## src/rtl/noc_pkg.sv

```systemverilog
// -----------------------------------------------------------------------------
// noc_pkg
// Shared definitions for the router datapath (input ports, allocator,
// crossbar): route direction codes, input-port FSM state encoding and the
// default flit width / buffer depth.
// -----------------------------------------------------------------------------
package noc_pkg;

   // Default flit width and per-port buffer depth (buffer depth equals the
   // downstream credit limit, so a well-behaved upstream never overflows it).
   localparam int NOC_DATA_W = 32;
   localparam int NOC_DEPTH  = 4;

   // Route request codes presented to the allocator.
   localparam logic [2:0] DIR_NONE = 3'd0;
   localparam logic [2:0] DIR_E    = 3'd1;
   localparam logic [2:0] DIR_W    = 3'd2;
   localparam logic [2:0] DIR_N    = 3'd3;
   localparam logic [2:0] DIR_S    = 3'd4;
   localparam logic [2:0] DIR_L    = 3'd5;

   // Input-port control states.
   typedef enum logic [1:0] {
      ST_EMPTY = 2'd0,
      ST_ROUTE = 2'd1,
      ST_REQ   = 2'd2
   } port_state_t;

endpackage : noc_pkg

```

## src/rtl/flit_fifo.sv

```systemverilog
// -----------------------------------------------------------------------------
// flit_fifo
// Circular flit buffer with a separate occupancy counter.
//
// Ports:
//   clk    in   clock, rising edge
//   RST    in   synchronous active-high reset (pointers and count only)
//   push   in   write din at the tail (caller guarantees room or a same-cycle pop)
//   pop    in   drop the head entry (caller guarantees non-empty)
//   din    in   flit to write
//   head   out  entry at the read pointer
//   count  out  occupancy, 0..DEPTH
//   full   out  count == DEPTH
//   empty  out  count == 0
// -----------------------------------------------------------------------------
module flit_fifo
   import noc_pkg::*;
#(
   parameter int DATA_W = NOC_DATA_W,
   parameter int DEPTH  = NOC_DEPTH
)(
   input  logic                             clk,
   input  logic                             RST,
   input  logic                             push,
   input  logic                             pop,
   input  logic [DATA_W-1:0]                din,
   output logic [DATA_W-1:0]                head,
   output logic [$clog2(DEPTH+1)-1:0]       count,
   output logic                             full,
   output logic                             empty
);

   localparam int PTR_W = (DEPTH > 1) ? $clog2(DEPTH) : 1;
   localparam int CNT_W = $clog2(DEPTH+1);
   localparam logic [PTR_W-1:0] PTR_LAST = PTR_W'(DEPTH-1);
   localparam logic [CNT_W-1:0] CNT_FULL = CNT_W'(DEPTH);
   localparam logic [CNT_W-1:0] CNT_ONE  = CNT_W'(1);

   logic [DATA_W-1:0] mem [DEPTH];
   logic [PTR_W-1:0]  wr_ptr_reg, wr_ptr_next;
   logic [PTR_W-1:0]  rd_ptr_reg, rd_ptr_next;
   logic [CNT_W-1:0]  count_reg,  count_next;

   // Explicit wrap so non-power-of-two depths also work.
   always_comb begin
      wr_ptr_next = wr_ptr_reg;
      rd_ptr_next = rd_ptr_reg;
      count_next  = count_reg;
      if (push) begin
         wr_ptr_next = (wr_ptr_reg == PTR_LAST) ? '0 : wr_ptr_reg + PTR_W'(1);
      end
      if (pop) begin
         rd_ptr_next = (rd_ptr_reg == PTR_LAST) ? '0 : rd_ptr_reg + PTR_W'(1);
      end
      // Simultaneous push and pop leaves the occupancy unchanged.
      case ({push, pop})
         2'b10:   count_next = count_reg + CNT_ONE;
         2'b01:   count_next = count_reg - CNT_ONE;
         default: count_next = count_reg;
      endcase
   end

   always_ff @(posedge clk) begin
      if (RST) begin
         wr_ptr_reg <= '0;
         rd_ptr_reg <= '0;
         count_reg  <= '0;
      end else begin
         wr_ptr_reg <= wr_ptr_next;
         rd_ptr_reg <= rd_ptr_next;
         count_reg  <= count_next;
      end
   end

   // Storage is not reset; stale entries are unreachable once count is 0.
   // At full with a same-cycle pop the write lands on the slot being
   // vacated, which is safe because the consumer has already latched it.
   always_ff @(posedge clk) begin
      if (push) begin
         mem[wr_ptr_reg] <= din;
      end
   end

   assign head  = mem[rd_ptr_reg];
   assign count = count_reg;
   assign full  = (count_reg == CNT_FULL);
   assign empty = (count_reg == '0);

endmodule : flit_fifo

```

## src/rtl/input_port_unit.sv

```systemverilog
// -----------------------------------------------------------------------------
// input_port_unit
// Router input stage: buffers single-flit packets, computes the XY route of
// the head flit and requests the allocator; pops on grant and returns one
// credit per pop.
//
// Ports:
//   clk         in   clock, rising edge
//   RST         in   synchronous active-high reset
//   in_valid    in   upstream writes in_flit this cycle
//   in_flit     in   incoming flit (dest_x/dest_y in the low bits)
//   grant       in   head flit switched this cycle (honoured only in REQ)
//   targ        out  route request: 0 none, 1 E, 2 W, 3 N, 4 S, 5 Local
//   out_flit    out  head flit, valid while targ != 0
//   credit_out  out  one-cycle pulse per pop
//   count       out  buffer occupancy
//   overflow    out  sticky flag, a push was dropped
// -----------------------------------------------------------------------------
module input_port_unit
   import noc_pkg::*;
#(
   parameter int          DATA_W = NOC_DATA_W,
   parameter int          DEPTH  = NOC_DEPTH,
   parameter int          X_W    = 2,
   parameter int          Y_W    = 2,
   parameter int unsigned X_ID   = 0,
   parameter int unsigned Y_ID   = 0
)(
   input  logic                        clk,
   input  logic                        RST,
   input  logic                        in_valid,
   input  logic [DATA_W-1:0]           in_flit,
   input  logic                        grant,
   output logic [2:0]                  targ,
   output logic [DATA_W-1:0]           out_flit,
   output logic                        credit_out,
   output logic [$clog2(DEPTH+1)-1:0]  count,
   output logic                        overflow
);

   localparam int CNT_W = $clog2(DEPTH+1);
   localparam logic [X_W-1:0]   MY_X    = X_W'(X_ID);
   localparam logic [Y_W-1:0]   MY_Y    = Y_W'(Y_ID);
   localparam logic [CNT_W-1:0] CNT_ONE = CNT_W'(1);

   // Dimension-order routing: resolve X first, then Y, else deliver locally.
   function automatic logic [2:0] xy_route(input logic [DATA_W-1:0] flit);
      logic [X_W-1:0] dest_x;
      logic [Y_W-1:0] dest_y;
      dest_x = flit[X_W+Y_W-1:Y_W];
      dest_y = flit[Y_W-1:0];
      if (dest_x > MY_X)      return DIR_E;
      else if (dest_x < MY_X) return DIR_W;
      else if (dest_y > MY_Y) return DIR_N;
      else if (dest_y < MY_Y) return DIR_S;
      else                    return DIR_L;
   endfunction

   port_state_t       state_reg;
   logic [2:0]        targ_reg;
   logic [DATA_W-1:0] out_flit_reg;
   logic              credit_out_reg;
   logic              overflow_reg;

   logic [DATA_W-1:0] head;
   logic [CNT_W-1:0]  fifo_count;
   logic              fifo_full;
   logic              fifo_empty;
   logic              push;
   logic              pop;
   logic              more_after_pop;

   assign pop  = grant && (state_reg == ST_REQ);
   // A pop frees the slot in the same cycle, so a full buffer still accepts.
   assign push = in_valid && (!fifo_full || pop);
   // Only meaningful when popping (count >= 1 then): is anything left after?
   assign more_after_pop = (fifo_count > CNT_ONE) || push;

   flit_fifo #(
      .DATA_W (DATA_W),
      .DEPTH  (DEPTH)
   ) u_fifo (
      .clk   (clk),
      .RST   (RST),
      .push  (push),
      .pop   (pop),
      .din   (in_flit),
      .head  (head),
      .count (fifo_count),
      .full  (fifo_full),
      .empty (fifo_empty)
   );

   // Control FSM. A push into an empty buffer moves straight to ROUTE on the
   // same edge so the request appears one edge later. After a grant the port
   // always spends one cycle with targ cleared, giving the allocator a
   // registered boundary between consecutive grants.
   always_ff @(posedge clk) begin
      if (RST) begin
         state_reg      <= ST_EMPTY;
         targ_reg       <= DIR_NONE;
         out_flit_reg   <= '0;
         credit_out_reg <= 1'b0;
         overflow_reg   <= 1'b0;
      end else begin
         credit_out_reg <= pop;
         if (in_valid && !push) begin
            overflow_reg <= 1'b1;
         end
         case (state_reg)
            ST_EMPTY: begin
               targ_reg <= DIR_NONE;
               if (!fifo_empty || push) begin
                  state_reg <= ST_ROUTE;
               end
            end
            ST_ROUTE: begin
               targ_reg     <= xy_route(head);
               out_flit_reg <= head;
               state_reg    <= ST_REQ;
            end
            ST_REQ: begin
               if (grant) begin
                  targ_reg  <= DIR_NONE;
                  state_reg <= more_after_pop ? ST_ROUTE : ST_EMPTY;
               end
            end
            default: begin
               targ_reg  <= DIR_NONE;
               state_reg <= ST_EMPTY;
            end
         endcase
      end
   end

   assign targ       = targ_reg;
   assign out_flit   = out_flit_reg;
   assign credit_out = credit_out_reg;
   assign count      = fifo_count;
   assign overflow   = overflow_reg;

endmodule : input_port_unit

```

## config.mk

```make
export PLATFORM = sky130hd
export DESIGN_NAME = input_port_unit
export DESIGN_NICKNAME = d
export VERILOG_FILES = /design/src/rtl/noc_pkg.sv /design/src/rtl/flit_fifo.sv /design/src/rtl/input_port_unit.sv
export SDC_FILE = /design/constraint.sdc
export NUM_CORES = 1
export LEC_CHECK = 0
export ABC_AREA = 1
export BUFFER_PORTS_ARGS = -buffer_cell sky130_fd_sc_hd__buf_4
export CAP_MARGIN = 30
export CELL_PAD_IN_SITES_DETAIL_PLACEMENT = 0
export CELL_PAD_IN_SITES_GLOBAL_PLACEMENT = 1
export CORE_ASPECT_RATIO = 1.5
export CORE_MARGIN = 2
export CORE_UTILIZATION = 42
export DETAILED_ROUTE_END_ITERATION = 6
export PLACE_DENSITY = 0.79
export SLEW_MARGIN = 30
export SYNTH_ARGS = -nofsm -noshare
export SYNTH_HDL_FRONTEND = slang
export SYNTH_SLANG_ARGS = --single-unit
```

## constraint.sdc

```tcl
create_clock -name clk -period 2.8 [get_ports clk]
set_clock_uncertainty 0.05 [all_clocks]
set_input_delay 0.56 -clock clk [delete_from_list [all_inputs] [get_ports clk]]
set_output_delay 0.56 -clock clk [all_outputs]
set_load 0.01 [all_outputs]
```

# == Word-level counts from Yosys, hierarchy flattened ==
# Memories as Yosys holds them, arrays and structs flattened. A register that Yosys moved wholly into a read port is not among the register bits.
# Cells that the tools add are included.
# W data, S select, Z words.
# word_totals
out_inout_bits,40
latch_bits,0
in_bits,36
n_memories,1
ff_bits,46
romBits,0
ramBits,128
# memory_table
name,words,word_bits,read_ports,rd_clocked_by_memory_dff,wr,line_no,source
u_fifo.mem,4,32,1,1,1,flit_fifo.sv:39,logic [DATA_W-1:0] mem [DEPTH];
# classes
multipliers,0
n_eq_ne,9
addsub,4
n_bitwise,0
shift,0
div_mod_pow,0
muxes,17
reduce_logical,13
magnitude_cmp,5
# ops
operator,n
$mux W2,6
$mux W3,4
$pmux W3 S2,2
$eq A2 B2 Y1 const B,4
$pmux W2 S3,1
$add A2 B1 Y2 const B,2
$eq A2 B1 Y1 const B,2
$gt A2 B1 Y1 const B,2
$lt A2 B1 Y1 const B,2
$mux W1,4
$ne A2 B2 Y1 const B,2
$add A3 B1 Y3 const B,1
$eq A3 B3 Y1 const B,1
$gt A3 B1 Y1 const B,1
$logic_and A1 B1 Y1,3
$logic_not A1 Y1,3
$logic_not A3 Y1,1
$logic_or A1 B1 Y1,3
$sub A3 B1 Y3 const B,1
$logic_not A2 Y1,1
$reduce_and A2 Y1,1
$reduce_bool A2 Y1,1

# == Logic depth before layout (Yosys ltp) ==
# Gate-level depths: netlist of the first run.
# logic_depth
ltp_word,8
mapped_depth,10
mapped_depth_nobuf,10

# == By module ==
# A second synthesis of the first run with hierarchy kept.
# hier_totals
cells_unflattened,548
area_unflattened_um2,6678.9
# modules_own_cells
mod,cells_each,seq_area_each_um2,instances,area_each_um2
flit_fifo,369,4023.9,1,5237.5
input_port_unit,179,780.7,1,1441.4

# == Worst setup path after synthesis of the first run ==
# OpenSTA, ideal clock, no wires.
# synth_path
path_type,input -> register
startpoint,input grant
endpoint,"memory u_fifo.mem[0][0] (netlist name), enable pin"
path_stages,4
setup_slack_ns,0.006
t_arrival_ns,2.323
setup_time_ns,0.421
cell_sequence,nand3_1 -> nand3_1 -> nand2_2 -> nor2_1
# synth_via
elab_chain_len,5
# synth_lines
item,line_no,source
"start, declared",input_port_unit.sv:33,"input logic grant,"
$logic_and A1 B1 Y1,input_port_unit.sv:73,assign pop = grant && (state_reg == ST_REQ);
$logic_or A1 B1 Y1,input_port_unit.sv:75,assign push = in_valid && (!fifo_full || pop);
$logic_and A1 B1 Y1,input_port_unit.sv:75,
$mux W1,flit_fifo.sv:79,if (push) begin
$mux W1 (not written as such),flit_fifo.sv:80,mem[wr_ptr_reg] <= din;
"end, declared",flit_fifo.sv:39,
# Every way passes these cells.

# == Worst setup path after layout of the first run ==
# layout_path
startpoint,"register u_fifo.count_reg[0], in the netlist u_fifo.count[0]"
endpoint,"register u_fifo.count_reg[2], in the netlist u_fifo.count[2]"
# layout_via
elab_chain_len,6
elab_cells_between_ends,10
classes_between,2 x add/sub; 3 x eq/ne; 1 x mux; 4 x reduce/logical
# layout_lines
item,line_no,source
"start, declared",flit_fifo.sv:42,"logic [CNT_W-1:0] count_reg, count_next;"
"start signal, assigned",flit_fifo.sv:71,count_reg <= count_next;
$eq A3 B3 Y1,flit_fifo.sv:86,assign full = (count_reg == CNT_FULL);
$logic_not A1 Y1,input_port_unit.sv:75,
$logic_or A1 B1 Y1,input_port_unit.sv:75,
$logic_and A1 B1 Y1,input_port_unit.sv:75,
$eq A2 B1 Y1 / $eq A2 B2 Y1 (equally long branches),flit_fifo.sv:56,"case ({push, pop})"
$pmux W3 S2 / $reduce_bool A2 Y1 (equally long branches),-,
# Parallel ways exist; a longest one is shown, timed or not.
# A chain may end at the register's enable or synchronous reset.

==> results of run 1 <==
synthesized netlist by cell type:
cell type                  count  area share
sky130_fd_sc_hd__buf_8         1      0.0022
sky130_fd_sc_hd__o22ai_1      28       0.026
sky130_fd_sc_hd__or2_1         1     0.00093
sky130_fd_sc_hd__clkbuf_1     16      0.0089
sky130_fd_sc_hd__ha_1         10       0.019
sky130_fd_sc_hd__buf_2         7      0.0052
sky130_fd_sc_hd__inv_1        49       0.027
sky130_fd_sc_hd__nor2_2        2      0.0019
sky130_fd_sc_hd__o211ai_1      1      0.0011
sky130_fd_sc_hd__a31oi_1       2      0.0019
sky130_fd_sc_hd__o21a_1        3      0.0034
sky130_fd_sc_hd__buf_6         3      0.0050
sky130_fd_sc_hd__a21oi_2       2      0.0026
sky130_fd_sc_hd__edfxtp_1    128        0.57
sky130_fd_sc_hd__o21ai_0      87       0.065
sky130_fd_sc_hd__inv_2         2      0.0011
sky130_fd_sc_hd__nor3_1        1     0.00074
sky130_fd_sc_hd__nand3_1       9      0.0067
sky130_fd_sc_hd__nand3_2       1      0.0015
sky130_fd_sc_hd__dfxtp_1      48        0.14
sky130_fd_sc_hd__nand2_2       3      0.0028
sky130_fd_sc_hd__xor2_1        1      0.0013
sky130_fd_sc_hd__a21oi_1      11      0.0082
sky130_fd_sc_hd__nor2_1      126       0.070
sky130_fd_sc_hd__buf_1         1     0.00056
sky130_fd_sc_hd__o21ai_1       6      0.0045
sky130_fd_sc_hd__nand2_1      27       0.015
sky130_fd_sc_hd__buf_4         2      0.0022
metal layers:
metal | part of all wire | wire [µm] | track usage | up-vias
met5 | 0 | 0 | 0 | -
met4 | 0.012 | 167 | 0.0632 | 0
met2 | 0.55 | 7370 | 0.292 | 107
met1 | 0.40 | 5360 | 0.191 | 2094
li1 | - | - | - | 2135
met3 | 0.043 | 582 | 0.0419 | 13
cell type report:
cell class              instances  area [µm²]
inverters                      51         191
clock buffers                  23         478
multi-input cells             321        1600
repair buffers                 86         646
flip-flops and latches        176        4810
clock inverters                 9         109
well taps                     203         254
fillers                      1350        7540
stage by stage:
step                       util  total power, W
after floorplan               -         0.00346
after global placement    0.480         0.00373
after detailed placement  0.480         0.00376
after CTS                 0.517         0.00604
after global routing      0.517         0.00624
final                     0.517         0.00599
power groups by stage:
stage                     Sequential [W]  Combinational, W  Clock (W)
after floorplan                  0.00313          0.000335          0
after global placement           0.00309          0.000640          0
after detailed placement         0.00310          0.000659          0
after CTS                        0.00304          0.000661    0.00234
after global routing             0.00306          0.000734    0.00245
final                            0.00304          0.000646    0.00230
final timing paths:
path	startpoint	end	slack [ns]	cells after the start
worst min-delay path	in_flit[28]	u_fifo.mem[3][28]	0.29	1
worst max register to register	u_fifo.count[0]	u_fifo.count[2]	0.72	9
worst min register to register	targ[0]	targ[0]	0.43	1
worst max-delay path	u_fifo.count[0]	u_fifo.count[2]	0.72	9
cell families after synthesis:
group,synth area share
AO/OA/AOI/OAI,0.112
XOR/XNOR,0.00130
adder cells (fa/ha/maj),0.0186
buffers and inverters,0.0527
flip-flops,0.715
AND/OR/NAND/NOR,0.100
==> run summary, run 1 <==
=====================================================================================
Count of yosys warnings during synthesis                                            0
H-Tree Level Count                                                                  4
Tcrit/Tclk final                                                                0.741
Worst slack, placed                                                          0.568 ns
Antenna Diode Count                                                                 0
Sequential-to-total area share from yosys stat                                  0.715
Tightest Pin Transition                                                      0.643 ns
Chip height                                                                    159 µm
Average vias per placed instance                                                 5.00
Clock-pin slew of the registers on the worst-case setup and hold paths        0.07 ns
Count of pins on the block boundary                                                76
Min setup slack post-route                                                   0.725 ns
Starting DRT DRC Count                                                            298
Maximum number of pins on one net before global-route repair                       67
GRT Overall Usage                                                               0.166
Switching share of power                                                        0.229
Count of antenna-violating nets left after detailed routing                         0
Cell count after placement                                                        837
Highest-count cells in the layout ignoring fill and taps                 sky130_fd_sc_hd__edfxtp_1, sky130_fd_sc_hd__nor2_1, sky130_fd_sc_hd__o21ai_0
Wire length of the first global-routing pass                                  21.6 mm
CP Capture Type                                                              register
Delay contributed by the slowest stage of the critical path                   0.41 ns
WL final                                                                      13.5 mm
Average wire per cell in the routed design                                    15.5 µm
Commonest non-fill, non-tap cell in the layout                           sky130_fd_sc_hd__edfxtp_1
Clk_lat worst skew                                                            0.42 ns
Cts bufs inserted                                                                  17
Critical Path AT                                                              2.33 ns
Post-route cell area                                                         8080 µm²
CP max-delay cell                                                        sky130_fd_sc_hd__ha_1
PD cells                                                                   741 nW/µm²
Number of buffers added for setup after CTS                                         0
Non-filler instance count after layout                                            869
CTS Hold Bufs                                                                       0
Outcome                                                                  finished clean
Port Buffer Count                                                                  75
Crit path required time                                                       3.05 ns
Floorplan Core Area                                                         15600 µm²
Worst relative slew slack                                                       0.571
Fin Hold WS                                                                  0.292 ns
Total count of max-transition violations in the final report                        0
Share of final-layout standard cells stronger than drive strength 1             0.195
Number of nets in the layout                                                      699
Number of buffers on the longest clock path                                         2
Area of the die                                                             17000 µm²
Number of cells upsized or downsized after cts                                      0
Number of setup violations in the final report                                      0
Tightest Hold Check Type                                                    in -> reg
RD Place Congestion                                                             0.757
Count of TritonRoute iterations in the first routing pass                           4
Clock tree from TritonCTS                                                         yes
Worst setup path class                                                     reg -> reg
Post-detailed-route DRC marker count                                                0
Cell type group with the largest total delay on the critical path         adder cells
Cell Rows                                                                          56
Internal power component                                                    0.00462 W
Die Wd                                                                         107 µm
Combinational share of power                                                    0.108
Post-synthesis instance total                                                     578
Antenna violations before repair                                                    0
Switching power of the nets                                                 0.00137 W
Synth cell types                                                                   28
Remaining Overflow, GRT                                                             0
Avg Inst Size Synth                                                          11.6 µm²
Placed standard-cell area                                                    7490 µm²
Setup TNS                                                                        0 ns
Number of failing hold endpoints at the final stage                                 0
Initial core utilization                                                        0.430
Crit path launch type                                                        register
Flop and latch count out of synthesis                                             176
Worst VDD drop                                                             0.000410 V
Largest fanout on the critical path                                                 9
Post-synth net total                                                              624
Share of power burned in the clock network                                      0.384
CP Cell Sequence                                                         inv_1, ha_1, nand3_1, nand2_2, ha_1, nor2_1, o21ai_0, o21ai_0, a21oi_1
Via count of the first global-routing pass                                       4332
Maximum clock frequency                                                       482 MHz
Number of flip-flops under the largest register name                              128
RSZ-0062 raised after global routing                                               no
DR vias                                                                          4349
Minimum clock period                                                          2.08 ns
Synthesis-to-layout area growth                                                 20.2%
CTS sink count                                                                    176
P_leak                                                                        3.22 nW
Root buf cell                                                            sky130_fd_sc_hd__clkbuf_16
Proportion of power drawn by flip-flops and latches                             0.508
Post-detail-place hpwl                                                        8.26 mm
Total of max-cap violations                                                         0
CP bufs+invs                                                                        1
Summed instance area of the synthesized netlist                              6720 µm²
=====================================================================================
Note: power is estimated with default switching activity, not from simulation.
==> run 2: changes to the inputs <==
CORE_UTILIZATION = 46   (was 42)
PLACE_DENSITY = 0.82   (was 0.79)
clock period = 2.1 ns   (was 2.8 ns; I/O delays follow)
==> run 2 against run 1 <==
Core utilization grew 5.4 points; critical path depth stayed put; sequential share of layout area fell by 0.96 points; combinational power increased by 38%; via count shrank 0.76%; maximum frequency increased by 9.1%; critical path type unchanged; largest cell class unchanged; largest power group unchanged; highest routed layer unchanged.
==> run summary, run 2 (synthesis gave the netlist of run 1 again) <==
=====================================================================================
Root buf cell                                                            sky130_fd_sc_hd__clkbuf_16   unchanged
CP Capture Type                                                              register   unchanged
RD Place Congestion                                                             0.804   was 0.757
Footprint of the flip-flops and latches                                      4810 µm²   unchanged
Number of flip-flops under the largest register name                              128   unchanged
CTS sink count                                                                    176   unchanged
Clock tree from TritonCTS                                                         yes   unchanged
PD cells                                                                   997 nW/µm²   was 741 nW/µm²
Start of the worst register-to-register path                             u_fifo.count[0]   unchanged
H-Tree Level Count                                                                  4   unchanged
Count of pins on the block boundary                                                76   unchanged
Area of the die                                                             15600 µm²   was 17000 µm²
Layout fillers                                                                   1177   was 1350
Clock-pin slew of the registers on the worst-case setup and hold paths        0.07 ns   about the same
Overall Power                                                               0.00819 W   was 0.00599 W
Cell Rows                                                                          54   was 56
Outcome                                                                  finished clean   unchanged
Number of buffers added for setup after CTS                                         0   unchanged
Total count of max-transition violations in the final report                        0   unchanged
Average wire per cell in the routed design                                    15.7 µm   was 15.5 µm
Clk_lat worst skew                                                            0.42 ns   about the same
Non-filler instance count after layout                                            864   was 869
Chip height                                                                    152 µm   was 159 µm
Wire length of the first global-routing pass                                  21.5 mm   was 21.6 mm
Minimum clock period                                                          1.90 ns   was 2.08 ns
Share of final-layout standard cells stronger than drive strength 1             0.202   was 0.195
Tightest Hold Check Type                                                    in -> reg   unchanged
Port Buffer Count                                                                  75   unchanged
Count of antenna-violating nets left after detailed routing                         0   unchanged
WL final                                                                      13.5 mm   about the same
Largest fanout on the critical path                                                 5   was 9
Cts bufs inserted                                                                  17   unchanged
Crit path required time                                                       2.36 ns   was 3.05 ns
Number of nets in the layout                                                      701   was 699
Initial core utilization                                                        0.467   was 0.430
DR vias                                                                          4316   was 4349
Post-detailed-route DRC marker count                                                0   unchanged
Hold path startpoint                                                      in_flit[20]   was in_flit[28]
Multi-input gate area                                                        1600 µm²   unchanged
Average vias per placed instance                                                 5.00   about the same
Worst VDD drop                                                             0.000531 V   was 0.000410 V
Total of max-cap violations                                                         0   unchanged
Via count of the first global-routing pass                                       4320   was 4332
Antenna violations before repair                                                    0   unchanged
Remaining Overflow, GRT                                                             0   unchanged
Number of cells upsized or downsized after cts                                      0   unchanged
Die Wd                                                                         103 µm   was 107 µm
Maximum number of pins on one net before global-route repair                       67   unchanged
Highest-count cells in the layout ignoring fill and taps                 sky130_fd_sc_hd__edfxtp_1, sky130_fd_sc_hd__nor2_1, sky130_fd_sc_hd__o21ai_0   unchanged
Commonest non-fill, non-tap cell in the layout                           sky130_fd_sc_hd__edfxtp_1   unchanged
Starting DRT DRC Count                                                            271   was 298
Tightest Pin Transition                                                      0.601 ns   was 0.643 ns
RSZ-0062 raised after global routing                                               no   unchanged
Number of buffers on the longest clock path                                         2   unchanged
Worst relative slew slack                                                       0.599   was 0.571
Tcrit/Tclk final                                                                0.906   was 0.741
Floorplan Core Area                                                         14400 µm²   was 15600 µm²
Number of failing hold endpoints at the final stage                                 0   unchanged
Antenna Diode Count                                                                 0   unchanged
Post-detail-place hpwl                                                        8.46 mm   was 8.26 mm
Number of setup violations in the final report                                      0   unchanged
Crit path launch type                                                        register   unchanged
GRT Overall Usage                                                               0.181   was 0.166
Cell count after placement                                                        831   was 837
Maximum clock frequency                                                       526 MHz   was 482 MHz
P_leak                                                                        3.27 nW   was 3.22 nW
Worst setup path startpoint                                              u_fifo.count[0]   unchanged
CTS Hold Bufs                                                                       0   unchanged
Count of TritonRoute iterations in the first routing pass                           4   unchanged
Critical Path AT                                                              2.16 ns   was 2.33 ns
Worst setup path class                                                     reg -> reg   unchanged
Synthesis-to-layout area growth                                                 22.2%   was 20.2%
=====================================================================================
==> run 2: cell count changes in the layout (fill, tap and decap cells not counted), moves of 2 or more <==
cell and delta:
sky130_fd_sc_hd__buf_4 -6, sky130_fd_sc_hd__inv_6 +4, sky130_fd_sc_hd__clkbuf_1 -3, sky130_fd_sc_hd__clkbuf_8 -2, sky130_fd_sc_hd__buf_12 +7
==> run 2: where the power goes <==
group          leakage (nW)  internal, W  total (W)  switching, W
clock                 0.300      0.00193    0.00323       0.00131
combinational          1.40     0.000364   0.000892      0.000529
sequential             1.57      0.00397    0.00406     0.0000911
total                  3.27      0.00626    0.00819       0.00193
==> run 2: final timing paths <==
path / slack, ns / depth (start not counted) / endpoint
worst max register to register: 0.20 / 9 / u_fifo.count[2]
worst min register to register: 0.42 / 1 / overflow
worst max-delay path: 0.20 / 9 / u_fifo.count[2]
worst min-delay path: 0.15 / 1 / u_fifo.mem[1][20]
==> run 2: per-stage QoR <==
stage                     hold WS, ns  TNS (ns)   util  setup WS [ns]  cell area, µm²
after floorplan                 0.413    -22.58      -         -0.176            6730
after global placement          0.403         0  0.527          0.231            7580
after detailed placement        0.409         0  0.527          0.222            7580
after CTS                       0.132         0  0.570          0.210            8200
after global routing            0.134         0  0.571         0.0706            8210
final                           0.150         0  0.571          0.198            8210
==> run 2: final cells by class <==
type | count | area share
flip-flops and latches | 176 | 0.585
clock inverters | 14 | 0.0218
repair buffers | 88 | 0.0920
multi-input cells | 321 | 0.194
clock buffers | 18 | 0.0535
well taps | 196 | 0.0299
inverters | 51 | 0.0233
==> run 2: critical path: stages, from the launching register on <==
cell and delay (ns):
sky130_fd_sc_hd__dfxtp_1 0.38, sky130_fd_sc_hd__inv_1 0.12, sky130_fd_sc_hd__ha_1 0.23, sky130_fd_sc_hd__nand3_1 0.11
sky130_fd_sc_hd__nand2_2 0.08, sky130_fd_sc_hd__ha_1 0.35, sky130_fd_sc_hd__nor2_1 0.13, sky130_fd_sc_hd__o21ai_0 0.12
sky130_fd_sc_hd__o21ai_0 0.18, sky130_fd_sc_hd__a21oi_1 0.05
==> run 2: routing by layer <==
metal	wire (µm)	GRT usage
met2	7250	0.314
met4	197	0.0711
met3	566	0.0377
met5	0	0
met1	5520	0.215
==> run 3: changes to the inputs <==
ABC_AREA = unset   (was 1)
CORE_UTILIZATION = 49   (was 46)
PLACE_DENSITY = 0.83   (was 0.82)
==> run 3 against run 2 <==
Flip-flop and latch count did not move; critical endpoint unchanged; synthesized cell count fell by 33%; first-iteration DRC count fell by 40%; die area fell by 9.2%; maximum frequency fell by 2.4%; clock-buffer cell count rose by 3; combinational power fell by 10%.
==> run summary, run 3 <==
=====================================================================================
Worst setup path class                                                     reg -> reg   unchanged
Post-detailed-route DRC marker count                                                0   unchanged
Fin Hold WS                                                                  0.149 ns   was 0.150 ns
Tightest Pin Transition                                                      0.521 ns   was 0.601 ns
Root buf cell                                                            sky130_fd_sc_hd__clkbuf_16   unchanged
Cell count after placement                                                        618   was 831
Critical Path AT                                                              2.25 ns   was 2.16 ns
Remaining Overflow, GRT                                                             0   unchanged
Switching power of the nets                                                 0.00178 W   was 0.00193 W
PD cells                                                                   974 nW/µm²   was 997 nW/µm²
RSZ-0062 raised after global routing                                               no   unchanged
Number of setup violations in the final report                                      0   unchanged
Worst slack, placed                                                         0.0863 ns   was 0.222 ns
Setup TNS                                                                        0 ns   unchanged
Post-layout util                                                                0.612   was 0.571
Starting DRT DRC Count                                                            162   was 271
Crit path launch type                                                        register   unchanged
Antenna violations before repair                                                    0   unchanged
Clk_lat worst skew                                                            0.42 ns   about the same
CTS Hold Bufs                                                                       0   unchanged
Cell Rows                                                                          51   was 54
Most common cell type on the critical path                               sky130_fd_sc_hd__inv_1
Via count of the first global-routing pass                                       3570   was 4320
P_leak                                                                        2.81 nW   was 3.27 nW
Cts bufs inserted                                                                  17   unchanged
Post-synthesis instance total                                                     387   was 578
Clock tree from TritonCTS                                                         yes   unchanged
H-Tree Level Count                                                                  4   unchanged
Post-detail-place hpwl                                                        7.45 mm   was 8.46 mm
Number of failing hold endpoints at the final stage                                 0   unchanged
Count of pins on the block boundary                                                76   unchanged
Count of antenna-violating nets left after detailed routing                         0   unchanged
CP Cell Sequence                                                         inv_1, ha_1, and2_1, a21boi_2, inv_1, ha_4, or3_1, a21oi_1   was inv_1, ha_1, nand3_1, nand2_2, ha_1, nor2_1, o21ai_0, o21ai_0, a21oi_1
Top post-synthesis cells by count                                        sky130_fd_sc_hd__edfxtp_1, sky130_fd_sc_hd__nand2_1, sky130_fd_sc_hd__dfxtp_1, sky130_fd_sc_hd__a21oi_1, sky130_fd_sc_hd__mux4_2   was sky130_fd_sc_hd__edfxtp_1, sky130_fd_sc_hd__nor2_1, sky130_fd_sc_hd__o21ai_0, sky130_fd_sc_hd__inv_1, sky130_fd_sc_hd__dfxtp_1
Tightest Hold Check Type                                                    in -> reg   unchanged
Most used DFF post-synth                                                 sky130_fd_sc_hd__edfxtp_1   unchanged
GRT Overall Usage                                                               0.176   was 0.181
Number of nets in the layout                                                      524   was 701
Die Wd                                                                        97.9 µm   was 103 µm
Initial core utilization                                                        0.500   was 0.467
Number of buffers on the longest clock path                                         2   unchanged
Total of max-cap violations                                                         0   unchanged
Count of TritonRoute iterations in the first routing pass                           4   unchanged
Average vias per placed instance                                                 5.35   was 5.00
Top cells by area, synth                                                 sky130_fd_sc_hd__edfxtp_1, sky130_fd_sc_hd__dfxtp_1, sky130_fd_sc_hd__mux4_2   was sky130_fd_sc_hd__edfxtp_1, sky130_fd_sc_hd__dfxtp_1, sky130_fd_sc_hd__nor2_1
Synthesis-to-layout area growth                                                 22.4%   was 22.2%
Minimum clock period                                                          1.95 ns   was 1.90 ns
Synth area leader                                                        sky130_fd_sc_hd__edfxtp_1   unchanged
Switching share of power                                                        0.230   was 0.235
Tcrit/Tclk final                                                                0.928   was 0.906
Wire length of the first global-routing pass                                  18.4 mm   was 21.5 mm
Most used standard cell by instance count after synthesis                sky130_fd_sc_hd__edfxtp_1   unchanged
Number of buffers added for setup after CTS                                         0   unchanged
Port Buffer Count                                                                  75   unchanged
Clock-pin slew of the registers on the worst-case setup and hold paths        0.06 ns   was 0.07 ns
Largest fanout on the critical path                                                 5   unchanged
Total count of max-transition violations in the final report                        0   unchanged
Avg Inst Size Synth                                                          16.7 µm²   was 11.6 µm²
Maximum number of pins on one net before global-route repair                       46   was 67
Flop and latch count out of synthesis                                             176   unchanged
Highest-count cells in the layout ignoring fill and taps                 sky130_fd_sc_hd__edfxtp_1, sky130_fd_sc_hd__buf_4, sky130_fd_sc_hd__nand2_1   was sky130_fd_sc_hd__edfxtp_1, sky130_fd_sc_hd__nor2_1, sky130_fd_sc_hd__o21ai_0
Summed instance area of the synthesized netlist                              6480 µm²   was 6720 µm²
Chip height                                                                    145 µm   was 152 µm
Share of power burned in the clock network                                      0.374   was 0.395
Commonest non-fill, non-tap cell in the layout                           sky130_fd_sc_hd__edfxtp_1   unchanged
CP Capture Type                                                              register   unchanged
DR vias                                                                          3479   was 4316
Internal power component                                                    0.00595 W   was 0.00626 W
Number of cells upsized or downsized after cts                                      0   unchanged
Count of yosys warnings during synthesis                                            0   unchanged
Number of flip-flops under the largest register name                              128   unchanged
Non-filler instance count after layout                                            650   was 864
Proportion of power drawn by flip-flops and latches                             0.523   was 0.496
CP max-delay cell                                                        sky130_fd_sc_hd__dfxtp_1   unchanged
Area fraction of the dominant cell type after synthesis                         0.593   was 0.572
Worst VDD drop                                                             0.000711 V   was 0.000531 V
Min setup slack post-route                                                   0.152 ns   was 0.198 ns
Antenna Diode Count                                                                 0   unchanged
Delay contributed by the slowest stage of the critical path                   0.35 ns   was 0.38 ns
RD Place Congestion                                                             0.719   was 0.804
Share of final-layout standard cells stronger than drive strength 1             0.322   was 0.202
Maximum clock frequency                                                       513 MHz   was 526 MHz
Crit path required time                                                       2.40 ns   was 2.36 ns
Worst relative slew slack                                                       0.652   was 0.599
Sequential-to-total area share from yosys stat                                  0.742   was 0.715
Area of the die                                                             14200 µm²   was 15600 µm²
Floorplan Core Area                                                         13000 µm²   was 14400 µm²
Average wire per cell in the routed design                                    18.0 µm   was 15.7 µm
Count of flip-flops with a built-in enable after synthesis                        128   unchanged
Synth cell types                                                                   34   was 28
Asr flop ratio synth                                                                0   unchanged
Post-synth net total                                                              433   was 624
Combinational share of power                                                    0.104   was 0.109
WL final                                                                      11.7 mm   was 13.5 mm
CTS sink count                                                                    176   unchanged
Outcome                                                                  finished clean   unchanged
=====================================================================================
[run 3: final cells by class]
type                            instances  area (µm²)
Clock inverter                         11        77.6
Clock buffer                           21         472
Timing Repair Buffer                   92         778
Sequential cell                       176        4810
Inverter                                6        22.5
Tap cell                              159         199
Multi-Input combinational cell        185        1570
Fill cell                             958        5020
[run 3: layer usage]
| metal | vias to the layer above | GRT usage | routed length (µm) |
|---|---|---|---|
| li1 | 1642 | - | - |
| met2 | 81 | 0.322 | 6430 |
| met3 | 19 | 0.0447 | 439 |
| met5 | - | 0 | 0 |
| met4 | 0 | 0.0724 | 203 |
| met1 | 1737 | 0.196 | 4630 |
[run 3: worst paths after layout]
check / slack [ns] / endpoint / startpoint / cells after the start
worst min register to register: 0.40 / out_flit[27] / out_flit[27] / 2
worst max-delay path: 0.15 / u_fifo.count[2] / u_fifo.count[1] / 8
worst min-delay path: 0.15 / u_fifo.mem[0][13] / in_flit[13] / 1
worst max register to register: 0.15 / u_fifo.count[2] / u_fifo.count[1] / 8
[run 3: kinds of logic (layout without fill, tap and decap cells)]
kind of cell / after synthesis / in the layout / share of synthesized area
adder cells (fa/ha/maj): 10 / 10 / 0.0193
flip-flops: 176 / 176 / 0.742
multiplexers: 35 / 35 / 0.119
AO/OA/AOI/OAI: 45 / 45 / 0.0371
AND/OR/NAND/NOR: 93 / 93 / 0.0597
XOR/XNOR: 2 / 2 / 0.00270
buffers and inverters: 26 / 130 / 0.0201
[run 3: worst max-delay path: cells and delay by family (launching register included)]
family          cells  cell delay (ns)
compound gates      2             0.29
fa+ha+maj           2             0.47
buf+inv             2             0.20
flops               1             0.35
simple gates        2             0.52
[run 3: through the flow]
stage	area, µm²	total power, W
after floorplan	6490	0.00454
after global placement	7370	0.00489
after detailed placement	7370	0.00492
after CTS	7920	0.00781
after global routing	7930	0.00802
final	7930	0.00772
[run 3: power by group through the flow]
stage	clock network, W	logic (W)	registers (W)
2_1_floorplan	0	0.000413	0.00413
3_3_place_gp	0	0.000795	0.00410
3_5_place_dp	0	0.000811	0.00411
4_1_cts	0.00295	0.000815	0.00404
5_1_grt	0.00309	0.000880	0.00406
6_report	0.00288	0.000800	0.00404
